[src/rtl/counter_ctrl_pkg.sv]
// Shared types and constants for the counter run controller.
package counter_ctrl_pkg;

    typedef enum logic [1:0] {
        IDLE  = 2'd0,
        RUN   = 2'd1,
        PAUSE = 2'd2,
        DONE  = 2'd3
    } seq_state_t;

    localparam logic MODE_ONESHOT  = 1'b0;
    localparam logic MODE_PERIODIC = 1'b1;

endpackage

[src/rtl/count_core.sv]
// Count register for the sequencer; clear has priority over increment.
module count_core #(
    parameter int unsigned WIDTH = 4
) (
    input  logic             clk,
    input  logic             clear_n,
    input  logic             load_zero,
    input  logic             step,
    output logic [WIDTH-1:0] count
);

    logic [WIDTH-1:0] count_q, count_d;

    always_comb begin
        count_d = count_q;
        if (load_zero) begin
            count_d = '0;
        end else if (step) begin
            count_d = count_q + WIDTH'(1);
        end
    end

    always_ff @(posedge clk or negedge clear_n) begin
        if (!clear_n) begin
            count_q <= '0;
        end else begin
            count_q <= count_d;
        end
    end

    assign count = count_q;

endmodule

[src/rtl/counter_sequencer.sv]
// Run controller: FSM, prescaler and captured config driving a count_core datapath.
module counter_sequencer #(
    parameter int unsigned WIDTH      = 4,
    parameter int unsigned PRESCALE_W = 4
) (
    input  logic                  clk,
    input  logic                  clear_n,
    input  logic                  start,
    input  logic                  halt,
    input  logic                  abort,
    input  logic                  mode,
    input  logic [WIDTH-1:0]      limit,
    input  logic [PRESCALE_W-1:0] prescale,
    output logic [WIDTH-1:0]      count,
    output logic                  tick,
    output logic                  busy,
    output logic                  done
);

    import counter_ctrl_pkg::*;

    seq_state_t            state_q, state_d;
    logic [PRESCALE_W-1:0] presc_q, presc_d;
    logic [WIDTH-1:0]      limit_sh_q;
    logic [PRESCALE_W-1:0] prescale_sh_q;
    logic                  mode_sh_q;
    logic                  tick_q, busy_q, done_q;
    logic [WIDTH-1:0]      count_w;

    logic load_cfg, step_evt, terminal, core_zero, core_step;

    // halt outranks start, so a simultaneous halt blocks a load
    assign load_cfg  = !abort && !halt && start && (state_q == IDLE || state_q == DONE)
                       && (limit != '0);
    assign step_evt  = (state_q == RUN) && (presc_q == prescale_sh_q);
    assign terminal  = step_evt && (count_w == limit_sh_q);
    assign core_zero = abort || load_cfg || (terminal && mode_sh_q == MODE_PERIODIC);
    assign core_step = step_evt && !terminal;

    count_core #(
        .WIDTH(WIDTH)
    ) u_core (
        .clk      (clk),
        .clear_n  (clear_n),
        .load_zero(core_zero),
        .step     (core_step),
        .count    (count_w)
    );

    always_comb begin
        state_d = state_q;
        if (abort) begin
            state_d = IDLE;
        end else begin
            case (state_q)
                IDLE:  if (load_cfg) state_d = RUN;
                RUN: begin
                    // terminal one-shot step completes even under halt
                    if (terminal && mode_sh_q == MODE_ONESHOT) state_d = DONE;
                    else if (halt)                            state_d = PAUSE;
                end
                PAUSE: if (!halt && start) state_d = RUN;
                DONE:  if (load_cfg) state_d = RUN;
                default: state_d = IDLE;
            endcase
        end
    end

    always_comb begin
        presc_d = presc_q;
        if (abort || load_cfg) begin
            presc_d = '0;
        end else if (state_q == RUN) begin
            presc_d = step_evt ? '0 : presc_q + PRESCALE_W'(1);
        end
    end

    always_ff @(posedge clk or negedge clear_n) begin
        if (!clear_n) begin
            state_q       <= IDLE;
            presc_q       <= '0;
            limit_sh_q    <= '0;
            prescale_sh_q <= '0;
            mode_sh_q     <= 1'b0;
            tick_q        <= 1'b0;
            busy_q        <= 1'b0;
            done_q        <= 1'b0;
        end else begin
            state_q <= state_d;
            presc_q <= presc_d;
            if (load_cfg) begin
                limit_sh_q    <= limit;
                prescale_sh_q <= prescale;
                mode_sh_q     <= mode;
            end
            tick_q <= terminal && !abort;
            busy_q <= (state_d == RUN) || (state_d == PAUSE);
            done_q <= (state_d == DONE);
        end
    end

    assign count = count_w;
    assign tick  = tick_q;
    assign busy  = busy_q;
    assign done  = done_q;

endmodule

[config.mk]
export PLATFORM = sky130hd
export DESIGN_NAME = counter_sequencer
export DESIGN_NICKNAME = d
export VERILOG_FILES = /design/src/rtl/counter_ctrl_pkg.sv /design/src/rtl/count_core.sv /design/src/rtl/counter_sequencer.sv
export SDC_FILE = /design/constraint.sdc
export NUM_CORES = 1
export LEC_CHECK = 0
export ABC_AREA = 1
export CORE_MARGIN = 2
export CORE_UTILIZATION = 60
export CTS_CLUSTER_DIAMETER = 200
export DETAILED_ROUTE_END_ITERATION = 6
export DONT_BUFFER_PORTS = 1
export PLACE_DENSITY_LB_ADDON = 0.2
export SLEW_MARGIN = 20
export SYNTH_ARGS = -nofsm -noshare
export SYNTH_HDL_FRONTEND = slang
export SYNTH_HIERARCHICAL = 1
export SYNTH_SLANG_ARGS = --single-unit
[constraint.sdc]
create_clock -name clk -period 2.2 [get_ports clk]
set_clock_uncertainty 0.2 [all_clocks]
set_input_delay 0.22 -clock clk [delete_from_list [all_inputs] [get_ports clk]]
set_output_delay 0.22 -clock clk [all_outputs]
set_load 0.05 [all_outputs]
==> impl_metrics.tcl <==
set metrics [dict create \
    outcome "finished clean" \
    worstHoldPathType "primary input to register" \
    post_cts_buffers 0 \
    drtPass1Iterations 4 \
    power_frac_seq 0.415 \
    setup_violations 0 \
    grt_max_degree 23 \
    rsz0062_at_grt "true" \
    post-route-min-period_ns 2.14 \
    critPathKind "register to register" \
    arrival_ns 2.17 \
    netSwitchingFraction 0.397 \
    fin_crit_sh 0.973 \
    fp.dieH_um 50.0 \
    slew-limit-headroom 0.670 \
    cp_max_fo 6 \
    cts-root-buf "clkbuf_4" \
    grt_overflow 0 \
    critical_path.slowest_cell "dfrtp_1" \
    core_area_um2 1980 \
    grt_antenna_before_repair 0 \
    pwr-share-clk 0.216 \
    ys_warn_count 6 \
    cts_tree "done" \
    yosysSeqAreaShare 0.433 \
    fmax_mhz 467 \
    critPathBufInv 1 \
    clk_pin_slew_worst_paths_ns 0.13 \
    setup_slack_ns 0.0586 \
    p_int_w 0.000899 \
    power_switching_w 0.000593 \
    fill_cells 125 \
    htree_levels 1 \
    dieWidth_um 50.0 \
    syn-mean-instance-area_um2 8.10 \
    cp_cell_sequence "inv_1 -> ha_1 -> nand2_4 -> nor2_8 -> nand2_4 -> nand2_1 -> nand2_1 -> nand2_1 -> nand2_1 -> a21oi_2 -> ha_1" \
    drive_gt1_frac 0.168 \
    fin_util 0.792 \
    ir_worst_vdd_uv 801 \
    syn_to_final_growth_pct 23.5 \
    hold_viol_final 0 \
    grt_pass1_wl_um 5070 \
    dp_cells 190 \
    start_kind "register" \
    max_stage_delay_ns 0.41 \
    stdcell_count 211 \
    pre_cts_slack_ns 0.0139 \
    tns_ns 0 \
    cts_buffer_depth 2 \
    synthCells 157 \
    slew_viol_final 0 \
    grt_pass1_vias 1187 \
    antenna_cells 0 \
    worst_slew_pin_slew_ns 0.495 \
    hold_ws_ns 0.00644 \
    ant_nets 0 \
    rows 16 \
    track_usage 0.271 \
    detail_route.wl_per_cell_um 14.1 \
    route.detailed.drc 0 \
    port_buffers 0 \
    start_util 0.641 \
    drv_cap 0 \
    clk_latency_ns 0.32 \
    gp_congestion 0.828 \
    end_kind "register" \
    hpwl_um 2040 \
    routed_wirelength_um 2970 \
    synth.distinct_cells 22 \
    vias 1117 \
    syn-cell-area_um2 1270 \
    layout.nets 204 \
    synth_nets 176 \
    drt_iter0_drc 20 \
    cp_common_cell "nand2_1" \
    cp_data_required_time_ns 2.23 \
    num_io_pins 21 \
    combPwrFrac 0.369 \
    cts_buffers 3 \
    power_density_nw_per_um2 950 \
    cts_sinks 22 \
    dieArea_um2 2500 \
    leakage_nw 0.793 \
    avgViaCountPerCell 5.29 \
    ys_ff_latch 22 \
    path_delay_family "adder cells" \
]
## cells in the final DEF, fill, tap and decap left out
master and instances:
clkbuf_4 3, dfrtp_1 22, nand3_1 10, xnor2_1 2
dlygate4sd3_1 16, nor2_1 13, nand2_1 42, buf_4 7
a21oi_4 1, nor2_2 2, o21ai_2 1, inv_1 20
bufinv_16 1, xor2_1 2, nand2_2 1, nor2_4 2
a21oi_2 2, nor2_8 1, nand2_4 3, nand4_1 4
a21oi_1 11, ha_1 4, buf_2 1, ha_2 1
nor3_1 3, nand3_2 2, inv_2 3, o21ai_1 4
## worst reg2reg max path, delay by kind of cell, from the launching register on
family,cells,cell delay [ns]
AO/OA/AOI/OAI,1,0.15
AND/OR/NAND/NOR,7,0.59
flip-flops,1,0.41
adder cells (fa/ha/maj),2,0.62
buffers and inverters,1,0.09
## per-layer routing
layer / GRT usage / wire length (um) / vias to the layer above
met5: 0 / 0 / -
met4: 0.130 / 65 / 0
met3: 0.0545 / 136 / 9
met2: 0.454 / 1440 / 38
met1: 0.330 / 1330 / 519
li1: - / - / 551
## flip-flops by register name, summed over array words and instances, names as in the netlist
signal and cells:
busy 1, u_core/count 4, tick 1, state_q 2, prescale_sh_q 4, done 1
mode_sh_q 1, presc_q 4, limit_sh_q 4
## cells by family (layout without fill, tap and decap cells)
kind of cell | count (synthesis) | after routing | synth area share
and+or+nand+nor | 83 | 83 | 0.324
buffers and inverters | 24 | 51 | 0.0768
DFF | 22 | 22 | 0.433
AOI/OAI and AO/OA | 19 | 19 | 0.0896
adders and majority gates | 5 | 5 | 0.0492
xor gates and xnor gates | 4 | 4 | 0.0276
## path summary, 6_finish.rpt
path	slack, ns	cells after the start	to	startpoint
max in group asynchronous	1.28	2	u_core/count[0]	clear_n
max reg2reg	0.06	11	busy	state_q[0]
min in group asynchronous	0.18	2	u_core/count[1]	clear_n
min	0.006	4	prescale_sh_q[1]	start
min reg2reg	0.32	2	limit_sh_q[1]	limit_sh_q[1]
max	0.06	11	busy	state_q[0]
## cell type report
class | count | area, um2 | area share
multi-input cells | 111 | 629 | 0.401
flip-flops and latches | 22 | 551 | 0.351
repair buffers | 24 | 218 | 0.139
inverters | 23 | 86.3 | 0.0550
well taps | 27 | 33.8 | 0.0215
clock inverters | 1 | 30.0 | 0.0191
clock buffers | 3 | 22.5 | 0.0143
## metrics by stage
| step | area, um2 | power [W] |
|---|---|---|
| 2_1_floorplan | 1270 | 0.00101 |
| 3_3_place_gp | 1350 | 0.00108 |
| 3_5_place_dp | 1350 | 0.00112 |
| 4_1_cts | 1560 | 0.00147 |
| 5_1_grt | 1570 | 0.00157 |
| 6_report | 1570 | 0.00149 |
## cells in the mapped netlist (all sizes together)
library cell	instances	area share
a21oi	14	0.070
buf	1	0.0089
dfrtp	22	0.43
ha	5	0.049
inv	23	0.068
nand2	46	0.16
nand3	12	0.055
nand4	4	0.020
nor2	18	0.082
nor3	3	0.012
o21ai	5	0.020
xnor2	2	0.014
xor2	2	0.014
## power by group through the flow
stage          logic [W]  clock network (W)  registers, W
2_1_floorplan   0.000387                  0      0.000624
3_3_place_gp    0.000462                  0      0.000619
3_5_place_dp    0.000496                  0      0.000626
4_1_cts         0.000531           0.000321      0.000617
5_1_grt         0.000608           0.000336      0.000631
6_report        0.000550           0.000323      0.000619
## repair_timing
item | CTS | global route
resized for setup | 1 | 1
hold buffers | 16 | 1
pin swaps | 0 | 0
hold endpoints to repair | 35 | 22
endpoints found under the setup margin | 1 | 3
(Power assumes the default switching activity.)
